**src/rtl/irrigation_sequencer_pkg.sv**
```systemverilog
// Shared definitions for the irrigation sequencer: phase encodings,
// irrigation mode encodings and BCD helpers.
package irrigation_sequencer_pkg;

  typedef enum logic [2:0] {
    PH_IDLE     = 3'b000,
    PH_FILL     = 3'b001,
    PH_IRRIGATE = 3'b010,
    PH_CLEAN    = 3'b011,
    PH_HOLD     = 3'b100,
    PH_FAULT    = 3'b101
  } phase_t;

  localparam logic [1:0] MODE_NONE = 2'b00;
  localparam logic [1:0] MODE_DRIP = 2'b01;

  localparam logic [7:0] BCD_ZERO = 8'h00;
  localparam logic [7:0] BCD_ONE  = 8'h01;

  // Convert a 0..99 integer into two packed BCD digits {tens, units}.
  function automatic logic [7:0] to_bcd(input int unsigned v);
    return {4'(v / 10), 4'(v % 10)};
  endfunction

endpackage

```
**src/rtl/irrigation_sequencer_bcd_down_counter.sv**
```systemverilog
// Two-digit BCD down counter with load, decrement and hold.
// Ports:
//   clk, rst_n    clock, async active-low reset
//   load          load load_val (has priority over dec)
//   dec           decrement by one, saturating at 00
//   load_val      value to load, {tens, units}
//   value         registered count, {tens, units}
//   value_nxt_c   value after this edge (combinational)
//   is_one_c      count equals 01 (combinational)
module bcd_down_counter
  import irrigation_sequencer_pkg::*;
(
  input  logic       clk,
  input  logic       rst_n,
  input  logic       load,
  input  logic       dec,
  input  logic [7:0] load_val,
  output logic [7:0] value,
  output logic [7:0] value_nxt_c,
  output logic       is_one_c
);

  // Next count: units wrap 0 -> 9 with a borrow from the tens digit.
  always_comb begin
    value_nxt_c = value;
    if (load) begin
      value_nxt_c = load_val;
    end else if (dec && (value != BCD_ZERO)) begin
      if (value[3:0] == 4'd0) begin
        value_nxt_c = {value[7:4] - 4'd1, 4'd9};
      end else begin
        value_nxt_c = {value[7:4], value[3:0] - 4'd1};
      end
    end
  end

  always_ff @(posedge clk or negedge rst_n) begin
    if (!rst_n) begin
      value <= BCD_ZERO;
    end else begin
      value <= value_nxt_c;
    end
  end

  assign is_one_c = (value == BCD_ONE);

endmodule

```
**src/rtl/irrigation_sequencer.sv**
```systemverilog
// Irrigation run sequencer: tank fill, line-by-line irrigation, cleaning
// flush, completion. Advances on a 1 Hz enable; pauses while the pesticide
// check fails.
// Ports:
//   clk_50mhz, rst_n     clock, async active-low reset
//   start, abort         one-cycle run control pulses
//   irr_mode             00 none, 01 drip, 10/11 sprinkler
//   tick_1hz             one-cycle enable per second
//   tank_full/empty      level sensors
//   pesticide_ok         1 = run may proceed
//   line_en              line valve enables (one-hot while irrigating)
//   valve_fill, pump_on  actuators
//   phase                current state encoding
//   remain_tens/units    BCD seconds remaining for the display
//   busy, done, fault    status
module irrigation_sequencer
  import irrigation_sequencer_pkg::*;
#(
  parameter int unsigned N_LINES        = 7,
  parameter int unsigned DRIP_SECS      = 12,
  parameter int unsigned SPRINKLER_SECS = 6,
  parameter int unsigned CLEAN_SECS     = 5,
  parameter int unsigned FILL_TIMEOUT   = 30
) (
  input  logic               clk_50mhz,
  input  logic               rst_n,
  input  logic               start,
  input  logic               abort,
  input  logic [1:0]         irr_mode,
  input  logic               tick_1hz,
  input  logic               tank_full,
  input  logic               tank_empty,
  input  logic               pesticide_ok,
  output logic [N_LINES-1:0] line_en,
  output logic               valve_fill,
  output logic               pump_on,
  output logic [2:0]         phase,
  output logic [3:0]         remain_tens,
  output logic [3:0]         remain_units,
  output logic               busy,
  output logic               done,
  output logic               fault
);

  localparam int unsigned IDX_W = (N_LINES > 1) ? $clog2(N_LINES) : 1;
  localparam logic [IDX_W-1:0] LAST_IDX = IDX_W'(N_LINES - 1);
  localparam logic [7:0] DRIP_BCD      = to_bcd(DRIP_SECS);
  localparam logic [7:0] SPRINKLER_BCD = to_bcd(SPRINKLER_SECS);
  localparam logic [7:0] CLEAN_BCD     = to_bcd(CLEAN_SECS);
  localparam logic [7:0] TIMEOUT_BCD   = to_bcd(FILL_TIMEOUT);

  phase_t           state, state_n;
  phase_t           hold_state, hold_state_n;
  logic [1:0]       mode, mode_n;
  logic [IDX_W-1:0] idx, idx_n;
  logic             res_valid, res_valid_n;
  logic [IDX_W-1:0] res_idx, res_idx_n;
  logic [7:0]       res_rem, res_rem_n;
  logic             done_n;

  logic             cnt_load, cnt_dec;
  logic [7:0]       cnt_load_val, cnt_value, cnt_nxt;
  logic             cnt_is_one;

  logic [N_LINES-1:0] line_en_n;
  logic [7:0]         disp_n;

  function automatic logic [7:0] dwell(input logic [1:0] m);
    return (m == MODE_DRIP) ? DRIP_BCD : SPRINKLER_BCD;
  endfunction

  // One counter serves dwell, clean and fill-timeout; an interrupted
  // irrigation position is parked in res_* while FILL reuses it.
  bcd_down_counter u_cnt (
    .clk         (clk_50mhz),
    .rst_n       (rst_n),
    .load        (cnt_load),
    .dec         (cnt_dec),
    .load_val    (cnt_load_val),
    .value       (cnt_value),
    .value_nxt_c (cnt_nxt),
    .is_one_c    (cnt_is_one)
  );

  // State register.
  always_ff @(posedge clk_50mhz or negedge rst_n) begin
    if (!rst_n) begin
      state      <= PH_IDLE;
      hold_state <= PH_IDLE;
      mode       <= MODE_NONE;
      idx        <= '0;
      res_valid  <= 1'b0;
      res_idx    <= '0;
      res_rem    <= BCD_ZERO;
    end else begin
      state      <= state_n;
      hold_state <= hold_state_n;
      mode       <= mode_n;
      idx        <= idx_n;
      res_valid  <= res_valid_n;
      res_idx    <= res_idx_n;
      res_rem    <= res_rem_n;
    end
  end

  // Next state; priority abort > pesticide > tank sensors > tick.
  always_comb begin
    state_n      = state;
    hold_state_n = hold_state;
    mode_n       = mode;
    idx_n        = idx;
    res_valid_n  = res_valid;
    res_idx_n    = res_idx;
    res_rem_n    = res_rem;
    done_n       = 1'b0;
    cnt_load     = 1'b0;
    cnt_dec      = 1'b0;
    cnt_load_val = BCD_ZERO;

    if (abort) begin
      state_n      = PH_IDLE;
      hold_state_n = PH_IDLE;
      idx_n        = '0;
      res_valid_n  = 1'b0;
      cnt_load     = 1'b1;
    end else begin
      unique case (state)
        PH_IDLE: begin
          if (start) begin
            mode_n = irr_mode;
            if (irr_mode == MODE_NONE) begin
              done_n = 1'b1;
            end else if (!tank_full) begin
              state_n      = PH_FILL;
              res_valid_n  = 1'b0;
              cnt_load     = 1'b1;
              cnt_load_val = TIMEOUT_BCD;
            end else begin
              state_n      = PH_IRRIGATE;
              idx_n        = '0;
              cnt_load     = 1'b1;
              cnt_load_val = dwell(irr_mode);
            end
          end
        end

        PH_FILL: begin
          if (!pesticide_ok) begin
            state_n      = PH_HOLD;
            hold_state_n = PH_FILL;
          end else if (tank_full) begin
            state_n     = PH_IRRIGATE;
            cnt_load    = 1'b1;
            res_valid_n = 1'b0;
            if (res_valid) begin
              idx_n        = res_idx;
              cnt_load_val = res_rem;
            end else begin
              idx_n        = '0;
              cnt_load_val = dwell(mode);
            end
          end else if (tick_1hz) begin
            if (cnt_is_one) begin
              state_n  = PH_FAULT;
              cnt_load = 1'b1;
            end else begin
              cnt_dec = 1'b1;
            end
          end
        end

        PH_IRRIGATE: begin
          if (!pesticide_ok) begin
            state_n      = PH_HOLD;
            hold_state_n = PH_IRRIGATE;
          end else if (tank_empty) begin
            state_n      = PH_FILL;
            res_valid_n  = 1'b1;
            res_idx_n    = idx;
            res_rem_n    = cnt_value;
            cnt_load     = 1'b1;
            cnt_load_val = TIMEOUT_BCD;
          end else if (tick_1hz) begin
            if (cnt_is_one) begin
              cnt_load = 1'b1;
              if (idx == LAST_IDX) begin
                state_n      = PH_CLEAN;
                cnt_load_val = CLEAN_BCD;
              end else begin
                idx_n        = idx + IDX_W'(1);
                cnt_load_val = dwell(mode);
              end
            end else begin
              cnt_dec = 1'b1;
            end
          end
        end

        PH_CLEAN: begin
          if (!pesticide_ok) begin
            state_n      = PH_HOLD;
            hold_state_n = PH_CLEAN;
          end else if (tick_1hz) begin
            if (cnt_is_one) begin
              state_n  = PH_IDLE;
              idx_n    = '0;
              done_n   = 1'b1;
              cnt_load = 1'b1;
            end else begin
              cnt_dec = 1'b1;
            end
          end
        end

        PH_HOLD: begin
          // Counter and index stay frozen; ticks are dropped here.
          if (pesticide_ok) begin
            state_n = hold_state;
          end
        end

        PH_FAULT: begin
          state_n = PH_FAULT;
        end

        default: begin
          state_n = PH_IDLE;
        end
      endcase
    end
  end

  // Output decode from the next state so outputs track the state register.
  always_comb begin
    line_en_n = '0;
    if (state_n == PH_IRRIGATE) begin
      line_en_n = N_LINES'(1) << idx_n;
    end else if (state_n == PH_CLEAN) begin
      line_en_n = '1;
    end
    // The fill timeout count is internal; the display shows 00 during fill.
    disp_n = cnt_nxt;
    if ((state_n == PH_FILL) || ((state_n == PH_HOLD) && (hold_state_n == PH_FILL))) begin
      disp_n = BCD_ZERO;
    end
  end

  // Output registers.
  always_ff @(posedge clk_50mhz or negedge rst_n) begin
    if (!rst_n) begin
      line_en      <= '0;
      valve_fill   <= 1'b0;
      pump_on      <= 1'b0;
      phase        <= PH_IDLE;
      remain_tens  <= 4'd0;
      remain_units <= 4'd0;
      busy         <= 1'b0;
      done         <= 1'b0;
      fault        <= 1'b0;
    end else begin
      line_en      <= line_en_n;
      valve_fill   <= (state_n == PH_FILL);
      pump_on      <= (state_n == PH_IRRIGATE) || (state_n == PH_CLEAN);
      phase        <= state_n;
      remain_tens  <= disp_n[7:4];
      remain_units <= disp_n[3:0];
      busy         <= (state_n != PH_IDLE);
      done         <= done_n;
      fault        <= (state_n == PH_FAULT);
    end
  end

endmodule

```
**config.mk**
```make
export PLATFORM = sky130hd
export DESIGN_NAME = irrigation_sequencer
export DESIGN_NICKNAME = d
export VERILOG_FILES = /design/src/rtl/irrigation_sequencer_pkg.sv /design/src/rtl/irrigation_sequencer_bcd_down_counter.sv /design/src/rtl/irrigation_sequencer.sv
export SDC_FILE = /design/constraint.sdc
export NUM_CORES = 1
export LEC_CHECK = 0
export BUFFER_PORTS_ARGS = -buffer_cell sky130_fd_sc_hd__buf_2
export CAP_MARGIN = 0
export CORE_ASPECT_RATIO = 0.75
export CORE_MARGIN = 1
export CORE_UTILIZATION = 43
export DETAILED_ROUTE_END_ITERATION = 10
export GPL_TIMING_DRIVEN = 0
export HOLD_SLACK_MARGIN = 0.08
export PLACE_DENSITY = 0.7
export REMOVE_ABC_BUFFERS = 1
export SETUP_SLACK_MARGIN = 0.4
export SYNTH_ARGS = -nofsm -noshare
export SYNTH_HDL_FRONTEND = slang
export SYNTH_SLANG_ARGS = --single-unit
export TNS_END_PERCENT = 30
```
**constraint.sdc**
```tcl
create_clock -name clk_50mhz -period 3.2 [get_ports clk_50mhz]
set_input_delay 0.64 -clock clk_50mhz [delete_from_list [all_inputs] [get_ports clk_50mhz]]
set_output_delay 0.64 -clock clk_50mhz [all_outputs]
set_load 0.01 [all_outputs]
```
==> reports/qor.csv <==
metric;value;unit
seqPwrFrac;51.0;%
via_per_inst;5.96;
synth-edff-count;0;
max_slew_margin;25.7;%
row_count;25;
vias;2397;
dp_hpwl;4900;um
grt_pass1_wl;11400;um
postSynthCellCount;293;
portBuffers;32;
crit_path_max_fanout;24;
clock-root-buffer;clkbuf_8;
critPathSlowestCell;or4b_4;
start_kind;flop;
ys_dominant_reg_cell;dfrtp_1;
drtAntennaViolNets;0;
drc;0;
numCtsBuffers;5;
rrSetupSlack;0.46;ns
worst-setup-path-type;flop to flop;
power.share.clock;32.5;%
pwr-share-comb;16.5;%
required;3.43;ns
fin_setup_tns;0;ns
fin_skew;0.00681;ns
drive_gt1_share;21.8;%
clkTransAtPathRegs;0.09;ns
p_int;0.998;mW
cp_common_cell;nor3b_2;
drt_iter0_markers;218;
routed_wl;6800;um
routabilityCongestion;0.924;
insertion_delay;0.31;ns
die_y;72.8;um
cts_max_level;2;
drt_pass1_iterations;4;
final_cell_mix;dfrtp_1 (50), buf_2 (32), nand2_1 (25);
ctsHoldBuffers;0;
crit_path_cell_trace;or4b_4 > nor3b_2 > nor4_2 > nor3b_2 > or3b_1 > o21ai_1;
rsz0062_at_grt;true;
fp.dieW;96.3;um
num_io_pins;33;
hold_class;flop to flop;
antenna_found_initial;0;
p_leak;1.43;nW
grt_pass1_vias;2275;
power_density;432;mW/mm^2
max-clock-path-buffers;2;
cp-end-kind;flop;
start_util;45.0;%
final_core_util;50.1;%
ir_drop;0.230;mV
layout_commonest_cell;dfrtp_1;
hold_viol_final;0;
crit_path_max_incr_delay;0.68;ns
n_antenna_cell;0;
final-setup-viol-count;0;
core;0.00638;mm^2
period_needed;2.74;ns
async_reset_ff_share;100;%
sw_frac_of_total;27.8;%
arrival;2.97;ns
grt_overflow_total;0;
finalCritPeriodShare;85.6;%
ys.warnings.count;0;
cts_tree;yes;
outcome;complete, no violations;
area_delta_synth_final;11.4;%
ys_types;68;
finalMaxSlewViolations;0;
fillCellCount;600;
synth.avg_cell_area;9.80;um^2
syn-cell-area;0.00287;mm^2
die-area;0.00701;mm^2
p_switching;0.383;mW
grt_usage;21.5;%
fin_nets;334;
yosysSeqAreaShare;44.5;%
synth-seq-cells;51;
worstMarginPinSlew;1.11;ns
fmax;365;MHz
grt_start_max_net_pins;52;
drv_cap;0;
clock_sink_count;51;
wl_per_cell;16.9;um
## cells in the mapped netlist (all sizes together) (4+ instances only)
| master | number | area [um^2] |
|---|---|---|
| nand3b | 4 | 30.0 |
| nand2 | 26 | 100 |
| nand2b | 8 | 50.1 |
| a21oi | 14 | 70.1 |
| xnor2 | 4 | 35.0 |
| nor3 | 11 | 55.1 |
| and3 | 6 | 40.0 |
| a221oi | 4 | 35.0 |
| clkbuf | 9 | 35.0 |
| nor2b | 13 | 81.3 |
| dfrtp | 51 | 1280 |
| o21ai | 15 | 75.1 |
| buf | 4 | 20.0 |
| a31oi | 4 | 31.3 |
| nand3 | 11 | 67.6 |
| inv | 11 | 41.3 |
| nand4 | 4 | 25.0 |
| nor2 | 19 | 73.8 |
| o22ai | 5 | 31.3 |
| nor3b | 4 | 40.0 |
| mux2 | 9 | 101 |
| ha | 4 | 50.1 |
## registers in the layout (all words and copies together), names as in the netlist
name and flops:
res_rem 8, line_en 7, remain_tens 4, busy 1, mode 2, idx 3, valve_fill 1, pump_on 1
fault 1, res_idx 3, res_valid 1, u_cnt.value 8, phase 3, done 1, remain_units 4, hold_state 3
## kinds of logic (layout without fill, tap and decap cells)
logic type | after synthesis | in the layout | synth area share (%)
muxes | 11 | 11 | 4.23
buffers and inverters | 25 | 53 | 3.49
xor gates and xnor gates | 5 | 5 | 1.53
and+or+nand+nor | 127 | 127 | 26.4
AOI/OAI and AO/OA | 70 | 70 | 18.1
DFF | 51 | 51 | 44.5
adders and majority gates | 4 | 4 | 1.74
## what timing repair did
item / 4_1_cts / 5_1_grt
resized for setup: 0 / 1
buffers inserted: 0 / 1
endpoints found under the setup margin: 0 / 3
## per-stage QoR
step	power, mW	std cells	hold WS (ns)	setup slack (ns)	area (um^2)
2_1_floorplan	0.853	280	0.344	0.911	2820
3_3_place_gp	0.931	393	0.469	0.578	3080
3_5_place_dp	0.938	393	0.471	0.505	3080
4_1_cts	1.39	401	0.491	0.475	3190
5_1_grt	1.45	402	0.509	0.365	3200
6_report	1.38	402	0.487	0.462	3200
## area by class of cell
cell class,count,area (um^2),share of cell area [%]
clock buffer,5,68.8,2.15
clock inverter,3,43.8,1.37
inverter,12,45.0,1.41
multi-input combinational,217,1490,46.7
sequential,51,1280,39.9
tap,81,101,3.17
timing repair buffer,33,168,5.24
## power by group through the flow
stage | sequential, mW | clock (mW) | combinational, mW
2_1_floorplan | 0.715 | 0 | 0.138
3_3_place_gp | 0.715 | 0 | 0.216
3_5_place_dp | 0.716 | 0 | 0.222
4_1_cts | 0.703 | 0.462 | 0.223
5_1_grt | 0.708 | 0.489 | 0.254
6_report | 0.704 | 0.449 | 0.228
## routing by layer
metal	wire length, um	track usage [%]	share of wire, %	up-vias
met3	491	4.48	7.2	14
li1	-	-	-	1137
met4	104	6.54	1.5	0
met1	3280	33.4	48	1145
met5	0	0	0	-
met2	2920	29.6	43	101
## worst paths after layout
kind,from,endpoint,cells past startpoint
setup / recovery,phase[1]$_DFF_PN0_,line_en[5]$_DFF_PN0_,6
max in group asynchronous,rst_n,phase[2]$_DFF_PN0_,1
setup reg to reg,phase[1]$_DFF_PN0_,line_en[5]$_DFF_PN0_,6
hold / removal,res_rem[2]$_DFFE_PN0P_,res_rem[2]$_DFFE_PN0P_,2
min in group asynchronous,rst_n,idx[0]$_DFF_PN0_,1
hold reg to reg,res_rem[2]$_DFFE_PN0P_,res_rem[2]$_DFFE_PN0P_,2
## worst max-delay path: cells and delay by family (launching register included)
family,cells,cell delay (ns)
AOI/OAI and AO/OA,1,0.15
and+or+nand+nor,5,1.85
DFF,1,0.66
No activity file was read; power rests on OpenSTA's default activity.
